<file path="config.mk">
export PLATFORM = sky130hd
export DESIGN_NAME = sd_read_sector
export DESIGN_NICKNAME = d
export VERILOG_FILES = /design/src/rtl/sd_read_sector.sv
export SDC_FILE = /design/constraint.sdc
export NUM_CORES = 1
export LEC_CHECK = 0
export CORE_MARGIN = 2
export CORE_UTILIZATION = 55
export DETAILED_ROUTE_END_ITERATION = 12
export MAX_ROUTING_LAYER = met4
export PLACE_DENSITY = 0.78
export SLEW_MARGIN = 20
export SYNTH_ARGS = -nofsm -noshare
export SYNTH_HDL_FRONTEND = slang
export SYNTH_SLANG_ARGS = --single-unit
</file>
<file path="constraint.sdc">
create_clock -name clk -period 7.7 [get_ports clk]
set_input_delay 1.925 -clock clk [delete_from_list [all_inputs] [get_ports clk]]
set_output_delay 1.925 -clock clk [all_outputs]
set_load 0.005 [all_outputs]
</file>
<file path="src/rtl/sd_read_sector.sv">
// SPI-mode SD single-sector reader: CMD17, wait R1 and start token, stream 256 16-bit words,
// drop CRC, then clock TAIL_CLKS cycles with CS high before going idle.
module sd_read_sector #(
    parameter int          CLK_DIV       = 2,
    parameter int          RESP_TIMEOUT  = 16,
    parameter logic [15:0] TOKEN_TIMEOUT = 16'd5000,
    parameter int          TAIL_CLKS     = 8
) (
    input  logic        clk,
    input  logic        rst,
    input  logic        init_done,
    input  logic        rd_start_en,
    input  logic [31:0] rd_sec_addr,
    output logic        rd_busy,
    output logic        rd_val_en,
    output logic [15:0] rd_val_data,
    output logic        rd_err,
    output logic        sd_cs,
    output logic        sd_sclk,
    input  logic        sd_miso,
    output logic        sd_mosi
);
    typedef enum logic [2:0] {IDLE, CMD, RESP, TOKEN, DATA, CRC, ERR, TAIL} state_t;

    localparam int         DIV_W = (CLK_DIV > 1) ? $clog2(CLK_DIV) : 1;
    localparam logic [7:0] CMD17 = 8'h51;

    state_t           state;
    logic [31:0]      addr;
    logic [2:0]       cmd_idx;
    logic [15:0]      poll_cnt;
    logic [8:0]       byte_idx;
    logic [7:0]       hold;
    logic             running;
    logic [DIV_W-1:0] div_cnt;
    logic [7:0]       bit_cnt;
    logic [7:0]       tx_sr;
    logic [7:0]       rx_sr;
    logic [7:0]       cmd_next;
    logic [7:0]       last_bit;
    logic             done;

    // TAIL counts raw sclk cycles instead of whole bytes
    assign last_bit = (state == TAIL) ? 8'(TAIL_CLKS - 1) : 8'd7;
    assign done     = running && sd_sclk && (div_cnt == DIV_W'(CLK_DIV - 1)) && (bit_cnt == last_bit);

    always_comb begin
        cmd_next = 8'hFF;
        case (cmd_idx)
            3'd0:    cmd_next = addr[31:24];
            3'd1:    cmd_next = addr[23:16];
            3'd2:    cmd_next = addr[15:8];
            3'd3:    cmd_next = addr[7:0];
            default: cmd_next = 8'hFF;
        endcase
    end

    always_ff @(posedge clk or posedge rst) begin
        if (rst) begin
            state       <= IDLE;
            addr        <= '0;
            cmd_idx     <= '0;
            poll_cnt    <= '0;
            byte_idx    <= '0;
            hold        <= '0;
            running     <= 1'b0;
            div_cnt     <= '0;
            bit_cnt     <= '0;
            tx_sr       <= 8'hFF;
            rx_sr       <= '0;
            rd_busy     <= 1'b0;
            rd_val_en   <= 1'b0;
            rd_val_data <= '0;
            rd_err      <= 1'b0;
            sd_cs       <= 1'b1;
            sd_sclk     <= 1'b0;
            sd_mosi     <= 1'b1;
        end else begin
            rd_val_en <= 1'b0;
            rd_err    <= 1'b0;

            // Byte engine: free-runs back to back, reloading 0xFF after every byte unless overridden below
            if (running) begin
                if (div_cnt == DIV_W'(CLK_DIV - 1)) begin
                    div_cnt <= '0;
                    sd_sclk <= ~sd_sclk;
                    if (!sd_sclk) begin
                        rx_sr <= {rx_sr[6:0], sd_miso};
                    end else if (bit_cnt == last_bit) begin
                        bit_cnt <= '0;
                        sd_mosi <= 1'b1;
                        tx_sr   <= 8'hFF;
                    end else begin
                        bit_cnt <= bit_cnt + 8'd1;
                        sd_mosi <= tx_sr[7];
                        tx_sr   <= {tx_sr[6:0], 1'b1};
                    end
                end else begin
                    div_cnt <= div_cnt + 1'b1;
                end
            end

            case (state)
                IDLE: if (rd_start_en && init_done && !rd_busy) begin
                    addr    <= rd_sec_addr;
                    rd_busy <= 1'b1;
                    sd_cs   <= 1'b0;
                    cmd_idx <= '0;
                    running <= 1'b1;
                    div_cnt <= '0;
                    bit_cnt <= '0;
                    sd_mosi <= CMD17[7];
                    tx_sr   <= {CMD17[6:0], 1'b1};
                    state   <= CMD;
                end
                CMD: if (done) begin
                    if (cmd_idx == 3'd5) begin
                        poll_cnt <= '0;
                        state    <= RESP;
                    end else begin
                        cmd_idx <= cmd_idx + 3'd1;
                        sd_mosi <= cmd_next[7];
                        tx_sr   <= {cmd_next[6:0], 1'b1};
                    end
                end
                RESP: if (done) begin
                    if (rx_sr == 8'h00) begin
                        poll_cnt <= '0;
                        state    <= TOKEN;
                    end else if (rx_sr != 8'hFF || poll_cnt == 16'(RESP_TIMEOUT - 1)) begin
                        running <= 1'b0;
                        state   <= ERR;
                    end else begin
                        poll_cnt <= poll_cnt + 16'd1;
                    end
                end
                TOKEN: if (done) begin
                    if (rx_sr == 8'hFE) begin
                        poll_cnt <= '0;
                        byte_idx <= '0;
                        state    <= DATA;
                    end else if (rx_sr != 8'hFF || poll_cnt == TOKEN_TIMEOUT - 16'd1) begin
                        running <= 1'b0;
                        state   <= ERR;
                    end else begin
                        poll_cnt <= poll_cnt + 16'd1;
                    end
                end
                DATA: if (done) begin
                    byte_idx <= byte_idx + 9'd1;
                    if (!byte_idx[0]) begin
                        hold <= rx_sr;
                    end else begin
                        rd_val_data <= {hold, rx_sr};
                        rd_val_en   <= 1'b1;
                    end
                    if (byte_idx == 9'd511) begin
                        poll_cnt <= '0;
                        state    <= CRC;
                    end
                end
                CRC: if (done) begin
                    poll_cnt <= poll_cnt + 16'd1;
                    if (poll_cnt == 16'd1) begin
                        sd_cs    <= 1'b1;
                        poll_cnt <= '0;
                        state    <= TAIL;
                    end
                end
                ERR: begin
                    rd_err   <= 1'b1;
                    sd_cs    <= 1'b1;
                    running  <= 1'b1;
                    div_cnt  <= '0;
                    bit_cnt  <= '0;
                    sd_mosi  <= 1'b1;
                    tx_sr    <= 8'hFF;
                    poll_cnt <= '0;
                    state    <= TAIL;
                end
                TAIL: if (done) begin
                    running <= 1'b0;
                    rd_busy <= 1'b0;
                    state   <= IDLE;
                end
                default: state <= IDLE;
            endcase
        end
    end
endmodule

</file>
* Yosys cells after proc, flatten, opt, wreduce, memory -nomap -nowiden
Index checks and enable logic that the tools add are counted.
Storage, ports and cells: bits in registers 119
Cells by class: add/sub/neg operators 5, eq/ne operators 38, muxes and demuxes 81, bitwise gates (word level) 2, reduce and logical (&&, ||, !) cells 29
Operator list (number):
- $mux 16 | 12
- $mux 8 | 12
- $pmux 16 s6 | 1
- $mux 3 | 17
- $ne 2x2->1 const B | 16
- $pmux 8 s4 | 1
- $mux 9 | 3
- $mux 1 | 25
- $pmux 3 s8 | 1
- $pmux 8 s3 | 1
- $pmux 9 s2 | 1
- $add 16x1->16 const B | 1
- $eq 16x1->1 const B | 1
- $eq 16x13->1 const B | 1
- $eq 16x4->1 const B | 1
- $pmux 8 s2 | 1
- $eq 3x3->1 const B | 5
- $eq 3x2->1 const B | 4
- $ne 3x3->1 const B | 4
- $reduce_and 12->1 | 1
- $reduce_and 3->1 | 4
- $reduce_and 4->1 | 3
- $reduce_and 10->1 | 1
- $add 9x1->9 const B | 1
- 24 further kinds | 37

* Logic depth before layout (Yosys ltp)
Gate-level depths: netlist of the first run.
word-level depth 8, gate-level depth with buffers 12

* Worst setup path after synthesis of the first run
No wires, ideal clock.
path type in2reg, start point in init_done, end point reg addr[0], arrival time 3202 ps, data required time 7575 ps, path slack 4374 ps, stages 5, path buffers 2, path through nand3b_1 nand3b_1 clkbuf_1 buf_1 mux2_2
On the way: longest elaborated chain between the ends 3
Ends and longest elaborated chain:
- from (decl) | RTL line 11 | input logic init_done,
- $logic_and 1x1->1 (2 in series) | RTL line 104 | IDLE: if (rd_start_en && init_done && !rd_busy) begin
- $reduce_and 2->1 (no line)
- to (signal assigned) | RTL line 105 | addr <= rd_sec_addr;
- to (decl) | RTL line 29 | logic [31:0] addr;
No other way between the ends. A chain may end at the register's enable or synchronous reset.

* Worst setup path in the final report of the first run
start point reg sd_cs, end point out sd_cs
RTL lines:
- from (decl) | RTL line 18 | output logic sd_cs,
- from (signal assigned) | RTL line 75 | sd_cs <= 1'b1;
- from (signal assigned) | RTL line 107 | sd_cs <= 1'b0;
- from (signal assigned) | RTL line 165 | sd_cs <= 1'b1;
No word-level cell between the ends.

==> results.py, run 1 <==
metrics = {
    "drt": {
        "drt-total-wl_um": 13280,
        "drt-initial-drc-count": 283,
        "ant_nets": 0,
        "drcViolationCount": 0,
        "viasPerCell": 6.082,
        "dr.pass1.iters": 5,
        "wl_per_cell_um": 17.94,
        "num_vias": 4501,
    },
    "clock_tree": {
        "cts_tree": "built",
        "cts_made_buffers": 17,
        "root_buffer": "clkbuf_8",
        "postCtsHoldBufs": 0,
        "clock_path_buffers": 2,
        "htreeDepth": 4,
        "post-cts-setup-buffers": 0,
        "cts-resized-gates": 0,
        "clock_sinks": 119,
        "clkLatencyLatePin_ps": 530,
        "path_clk_slew_ps": 60,
    },
    "timing": {
        "finalCritPeriodShare_pct": 45.88,
        "hold_viol": 0,
        "period_needed_ps": 3533,
        "maxSlewViolCount": 0,
        "grt_setup_unrepaired": "false",
        "skew_ps": 8.791,
        "finalSetupViolCount": 0,
        "tns_ps": 0,
        "max_freq_mhz": 283.1,
        "max_slew_margin_pct": 42.28,
        "max_slew.worst_pin.slew_ps": 843.9,
    },
    "synth": {
        "synthCells": 539,
        "yosysUniqueCellTypes": 59,
        "postSynthNetCount": 587,
        "synth_area_per_cell_um2": 10.71,
        "synth_edf_count": 0,
        "ys_async_sr_fraction_pct": 100.0,
        "yosysWarnings": 0,
        "synth_seq_cells": 119,
        "syn-cell-area_um2": 5771,
        "synth-seq-area-share_pct": 51.82,
        "ys.flop_type": "dfrtp_1",
    },
    "cells_and_area": {
        "seq_area_um2": 2990,
        "final_core_util_pct": 68.31,
        "areaGrowthSynthToFinish_pct": 21.66,
        "layout-drive-gt1-share_pct": 16.23,
        "nNetsFinal": 641,
        "multi_input_area_um2": 2615,
        "antennaDiodeCount": 0,
        "nFillCells": 787,
    },
    "run_status": {
        "status": "finished clean",
    },
    "global_routing": {
        "first_global_vias": 4508,
        "grt.overflow.total": 0,
        "grt_pass1_wl_um": 22450,
        "antenna_found_initial": 0,
        "grt_usage_pct": 26.30,
        "grt_max_degree": 70,
    },
    "power_and_ir_drop": {
        "p_leak_nw": 3.190,
        "power_density_nw_per_um2": 209.2,
        "ir_drop_uv": 199.2,
    },
    "critical_path": {
        "cp_max_fo": 3,
        "cp_slowest_cell": "dfstp_2",
        "path_class": "reg -> out",
        "worstSetupEndpointType": "output port",
        "slowest_delay_ps": 570,
        "path_cells": "clkdlybuf4s50_1",
        "worstSetupStartpointType": "flip-flop",
        "crit_arrival_ps": 1610,
        "crit_buf_inv": 1,
        "critical_path.top_delay_family": "flip-flops",
        "critPathRequiredTime_ps": 5780,
    },
    "die": {
        "core.rowCount": 37,
        "die_y_um": 106.4,
        "dieArea_um2": 11330,
        "fp.dieW_um": 106.4,
        "initial_utilization_pct": 56.15,
        "coreArea_um2": 10280,
        "io_pins": 59,
    },
    "placement": {
        "dpl.hpwl_um": 8480,
        "numPortBuffers": 58,
        "globalplace.congestion": 0.8968,
    },
    "flow_run": {
        "drv_cap": 0,
    },
    "worst_hold_path": {
        "hold_path.class": "reg -> reg",
    },
}
[state kept, by name, summed over array words and instances (netlist names)]
| register | count |
|---|---|
| hold | 8 |
| div_cnt | 1 |
| rx_sr | 8 |
| poll_cnt | 16 |
| cmd_idx | 3 |
| byte_idx | 9 |
| state | 3 |
| tx_sr | 8 |
| rd_val_data | 16 |
| rd_err | 1 |
| sd_sclk | 1 |
| sd_mosi | 1 |
| addr | 32 |
| sd_cs | 1 |
| rd_val_en | 1 |
| running | 1 |
| bit_cnt | 8 |
| rd_busy | 1 |
[cells in the final DEF (no fill, tap or decap), types with 7 or more instances in the layout]
| master | count |
|---|---|
| nor2b_1 | 8 |
| mux2_2 | 49 |
| nand2_1 | 57 |
| a222oi_1 | 8 |
| nand3_1 | 21 |
| o21ai_0 | 23 |
| dfstp_2 | 10 |
| inv_1 | 11 |
| dfrtp_1 | 109 |
| nor2_1 | 38 |
| a31oi_1 | 7 |
| clkbuf_16 | 16 |
| clkdlybuf4s50_1 | 58 |
| o21ai_1 | 17 |
| a21oi_1 | 17 |
| mux2_1 | 14 |
| nand4_1 | 8 |
| ha_1 | 11 |
| and3_1 | 12 |
| o31ai_1 | 24 |
[Yosys cell counts, types with 2 or more instances]
cell	count	area, µm²
nor3_1	5	25.02
clkbuf_1	20	75.07
dfrtp_1	109	2728
inv_1	12	45.04
o41ai_1	4	35.03
nand3_1	21	105.1
a21oi_1	17	85.08
o21ai_1	17	85.08
nand3b_1	2	15.01
mux2_1	14	157.7
nor4_1	4	25.02
a31oi_1	7	43.79
dfstp_2	10	262.8
nor2b_1	8	50.05
or3_1	4	25.02
mux2_2	49	551.8
ha_1	11	137.6
o21ai_0	23	115.1
a22o_1	2	17.52
or4_1	3	22.52
buf_6	2	22.52
buf_2	3	15.01
nand4_1	8	50.05
buf_1	2	7.510
a221o_1	2	20.02
a211oi_1	3	22.52
nand2_1	57	214.0
xnor2_1	2	17.52
o31ai_1	24	180.2
a41oi_1	2	17.52
and3_1	12	75.07
nand2b_1	4	25.02
nor2_1	38	142.6
a222oi_1	8	80.08
xor2_1	6	52.55
[where the power goes]
| group | internal (mW) | switching, mW |
|---|---|---|
| logic | 0.0206 | 0.0214 |
| registers | 0.629 | 0.00490 |
| clock network | 0.516 | 0.277 |
| total | 1.17 | 0.303 |
[final cells by class]
type / count / share of cell area [%]
Inverter: 12 / 0.6772
Tap cell: 136 / 2.424
Timing Repair Buffer: 62 / 8.697
Multi-Input combinational cell: 381 / 37.25
Clock inverter: 7 / 1.711
Sequential cell: 119 / 42.59
Clock buffer: 23 / 6.648
[path summary, 6_finish.rpt]
kind                                         start                           to  slack [ps]  cells past startpoint
max reg2reg                    sd_sclk$_DFFE_PP0P_      poll_cnt[5]$_DFFE_PP0P_        4280                      6
min in group asynchronous                      rst  rd_val_data[12]$_DFFE_PP0P_        1850                      2
min                        byte_idx[7]$_DFFE_PP0P_      byte_idx[7]$_DFFE_PP0P_         470                      1
min reg2reg                byte_idx[7]$_DFFE_PP0P_      byte_idx[7]$_DFFE_PP0P_         470                      1
max in group asynchronous                      rst      poll_cnt[5]$_DFFE_PP0P_        4570                      3
max                              sd_cs$_DFFE_PP1P_                        sd_cs        4170                      1
[metal layers]
metal	vias to the layer above	share of wire, %	GRT usage (%)
li1	2098	-	-
met4	0	0.97	9.740
met2	133	51	41.62
met3	9	4.5	5.825
met5	-	0	-
met1	2261	44	33.55
[through the flow]
step / setup slack [ps] / area [µm²] / std cells / hold WS (ps) / total power, mW
floorplan: 2634 / 5771 / 539 / 430.6 / 0.6600
global route: 4037 / 7020 / 740 / 494.2 / 1.508
CTS: 4146 / 7020 / 740 / 466.4 / 1.482
detailed placement: 3918 / 6434 / 710 / 458.5 / 0.6871
global placement: 3989 / 6434 / 710 / 446.4 / 0.6853
finish: 4167 / 7020 / 740 / 465.2 / 1.468
[kinds of logic (layout without fill, tap and decap cells)]
family	after synthesis	in the layout	share of synthesized area, %
compound gates	121	121	14.03
xor+xnor	8	8	1.214
fa+ha+maj	11	11	2.385
buf+inv	39	104	2.862
flops	119	119	51.82
mux	63	63	12.29
simple gates	178	178	15.39
Note: power is estimated with default switching activity, not from simulation.
==> inputs of run 2 (changes only) <==
--- a/config.mk
+++ b/config.mk
@@ -6,10 +6,10 @@
 export NUM_CORES = 1
 export LEC_CHECK = 0
 export CORE_MARGIN = 2
-export CORE_UTILIZATION = 55
+export CORE_UTILIZATION = 51
 export DETAILED_ROUTE_END_ITERATION = 12
 export MAX_ROUTING_LAYER = met4
-export PLACE_DENSITY = 0.78
+export PLACE_DENSITY = 0.76
 export SLEW_MARGIN = 20
 export SYNTH_ARGS = -nofsm -noshare
 export SYNTH_HDL_FRONTEND = slang
==> constraint.sdc (replaced) <==
create_clock -name clk -period 3.22 [get_ports clk]
set_input_delay 0.805 -clock clk [delete_from_list [all_inputs] [get_ports clk]]
set_output_delay 0.805 -clock clk [all_outputs]
set_load 0.005 [all_outputs]
==> run 2 against run 1 <==
First-iteration DRC count fell by 4.2%. Register-to-register slack got worse by 4000 ps. Clock power rose to 2.5 times the previous value. Total power rose by 150%. Wire length fell by 1.5%. Cell count rose by 2.2%. Setup slack got worse by 3900 ps. Highest routed layer unchanged.
==> results.py, run 2 (synthesis gave the netlist of run 1 again) <==
metrics = {
    "run_status": {
        "status": "finished clean",
    },
    "critical_path": {
        "worstReg2RegEnd": "poll_cnt[8]$_DFFE_PP0P_",
        "worstSetupEndpointType": "flip-flop",
        "reg2reg_depth": 9,
        "worstSetupStartpointType": "flip-flop",
        "crit_arrival_ps": 3250,
        "cp_max_fo": 15,
        "path_class": "reg -> reg",
        "rr_startpoint": "byte_idx[0]$_DFFE_PP0P_",
        "critPathRequiredTime_ps": 3530,
        "regToRegSetupSlack_ps": 280,
    },
    "timing": {
        "whs_ps": 470.8,
        "skew_ps": 8.767,
        "finalSetupViolCount": 0,
        "max_freq_mhz": 339.8,
        "period_needed_ps": 2943,
        "max_slew.worst_pin.slew_ps": 809.8,
        "tns_ps": 0,
        "hold_viol": 0,
        "grt_setup_unrepaired": "false",
        "max_slew_margin_pct": 44.62,
        "maxSlewViolCount": 0,
        "finalCritPeriodShare_pct": 91.39,
    },
    "worst_hold_path": {
        "min_from": "byte_idx[7]$_DFFE_PP0P_",
        "hold_path.class": "reg -> reg",
        "worstHoldEndpoint": "byte_idx[7]$_DFFE_PP0P_",
        "min_delay_path_depth": 1,
    },
    "clock_tree": {
        "cts_tree": "built",
        "clock_sinks": 119,
        "cts-resized-gates": 0,
        "clock_path_buffers": 2,
        "post-cts-setup-buffers": 0,
        "root_buffer": "clkbuf_16",
        "postCtsHoldBufs": 0,
        "htreeDepth": 4,
        "clkLatencyLatePin_ps": 420,
        "cts_made_buffers": 17,
        "path_clk_slew_ps": 60,
    },
    "power_and_ir_drop": {
        "power_density_nw_per_um2": 506.5,
        "ir_drop_uv": 512.0,
        "p_leak_nw": 3.264,
    },
    "drt": {
        "num_vias": 4523,
        "drt-initial-drc-count": 271,
        "viasPerCell": 5.983,
        "drt-total-wl_um": 13080,
        "dr.pass1.iters": 6,
        "ant_nets": 0,
        "wl_per_cell_um": 17.31,
        "drcViolationCount": 0,
    },
    "die": {
        "initial_utilization_pct": 52.77,
        "die_y_um": 110.4,
        "coreArea_um2": 10940,
        "fp.dieW_um": 110.4,
        "io_pins": 59,
        "core.rowCount": 38,
        "dieArea_um2": 12180,
    },
    "cells_and_area": {
        "final_common_cell": "dfrtp_1",
        "nNetsFinal": 651,
        "largest_reg_flops": 32,
        "top_regs": "addr (32), poll_cnt (16), rd_val_data (16)",
        "largest-register": "addr",
        "layout-drive-gt1-share_pct": 18.34,
        "areaGrowthSynthToFinish_pct": 24.05,
        "layout_common_cells": "dfrtp_1, clkdlybuf4s50_1, nand2_1, mux2_2, nor2_1",
        "antennaDiodeCount": 0,
    },
    "global_routing": {
        "antenna_found_initial": 0,
        "grt.overflow.total": 0,
        "grt_pass1_wl_um": 21680,
        "first_global_vias": 4525,
        "grt_max_degree": 99,
        "grt_usage_pct": 24.23,
    },
    "flow_run": {
        "drv_cap": 0,
    },
    "placement": {
        "dpl.hpwl_um": 8467,
        "numPortBuffers": 58,
        "globalplace.congestion": 0.9588,
    },
}
-- run 2: cell types whose count changed in the layout (fill, tap and decap cells not counted), sizes merged --
cell | before | now
clkinvlp | 1 | 2
inv | 12 | 15
clkinv | 3 | 4
buf | 4 | 14
clkbuf | 23 | 20
-- run 2: how the worst max path moves through the flow --
stage	from	end	slack, ps	depth (start not counted)
detailed placement	byte_idx[0]$_DFFE_PP0P_	poll_cnt[8]$_DFFE_PP0P_	330	9
floorplan	byte_idx[0]$_DFFE_PP0P_	poll_cnt[11]$_DFFE_PP0P_	580	12
global placement	byte_idx[0]$_DFFE_PP0P_	poll_cnt[8]$_DFFE_PP0P_	420	9
CTS	byte_idx[0]$_DFFE_PP0P_	poll_cnt[8]$_DFFE_PP0P_	290	9
global route	byte_idx[0]$_DFFE_PP0P_	poll_cnt[8]$_DFFE_PP0P_	90	9
finish	byte_idx[0]$_DFFE_PP0P_	poll_cnt[8]$_DFFE_PP0P_	280	9
-- run 2: cell type report --
cell class,count,area (µm²)
Sequential cell,119,2990
Clock buffer,20,466.7
Fill cell,825,3777
Timing Repair Buffer,72,698.2
Tap cell,140,175.2
Inverter,12,48.80
Multi-Input combinational cell,381,2615
Clock inverter,12,163.9
-- run 2: worst max-delay path: stages, from the launching register on --
cell and delay (ps):
dfrtp_1 420, ha_1 210, and3_1 200, and3_1 210
and3_1 170, ha_1 160, a21oi_1 70, a221o_1 320
or3_1 620, o41ai_1 440
-- run 2: routing by layer --
metal | up-vias | global-route usage, % | share of wire, %
li1 | 2120 | - | -
met1 | 2230 | 30.29 | 44
met4 | 0 | 8.571 | 1.1
met3 | 16 | 7.643 | 5.0
met2 | 157 | 37.38 | 50
met5 | - | - | 0
-- run 2: stage by stage --
stage | total power, mW | area [µm²] | cells | util [%] | setup WS (ps)
after floorplan | 1.579 | 5774 | 539 | - | 579.0
after global placement | 1.642 | 6528 | 724 | 59.69 | 415.9
after detailed placement | 1.645 | 6528 | 724 | 59.69 | 331.6
after CTS | 3.655 | 7158 | 756 | 65.46 | 293.7
after global routing | 3.735 | 7158 | 756 | 65.46 | 92.72
final | 3.625 | 7158 | 756 | 65.46 | 277.3
-- run 2: power by group --
group / internal (mW) / leakage [nW] / switching (mW)
combinational: 0.0520 / 1.38 / 0.0521
sequential: 1.50 / 1.58 / 0.0107
clock: 1.29 / 0.308 / 0.717
total: 2.85 / 3.26 / 0.780
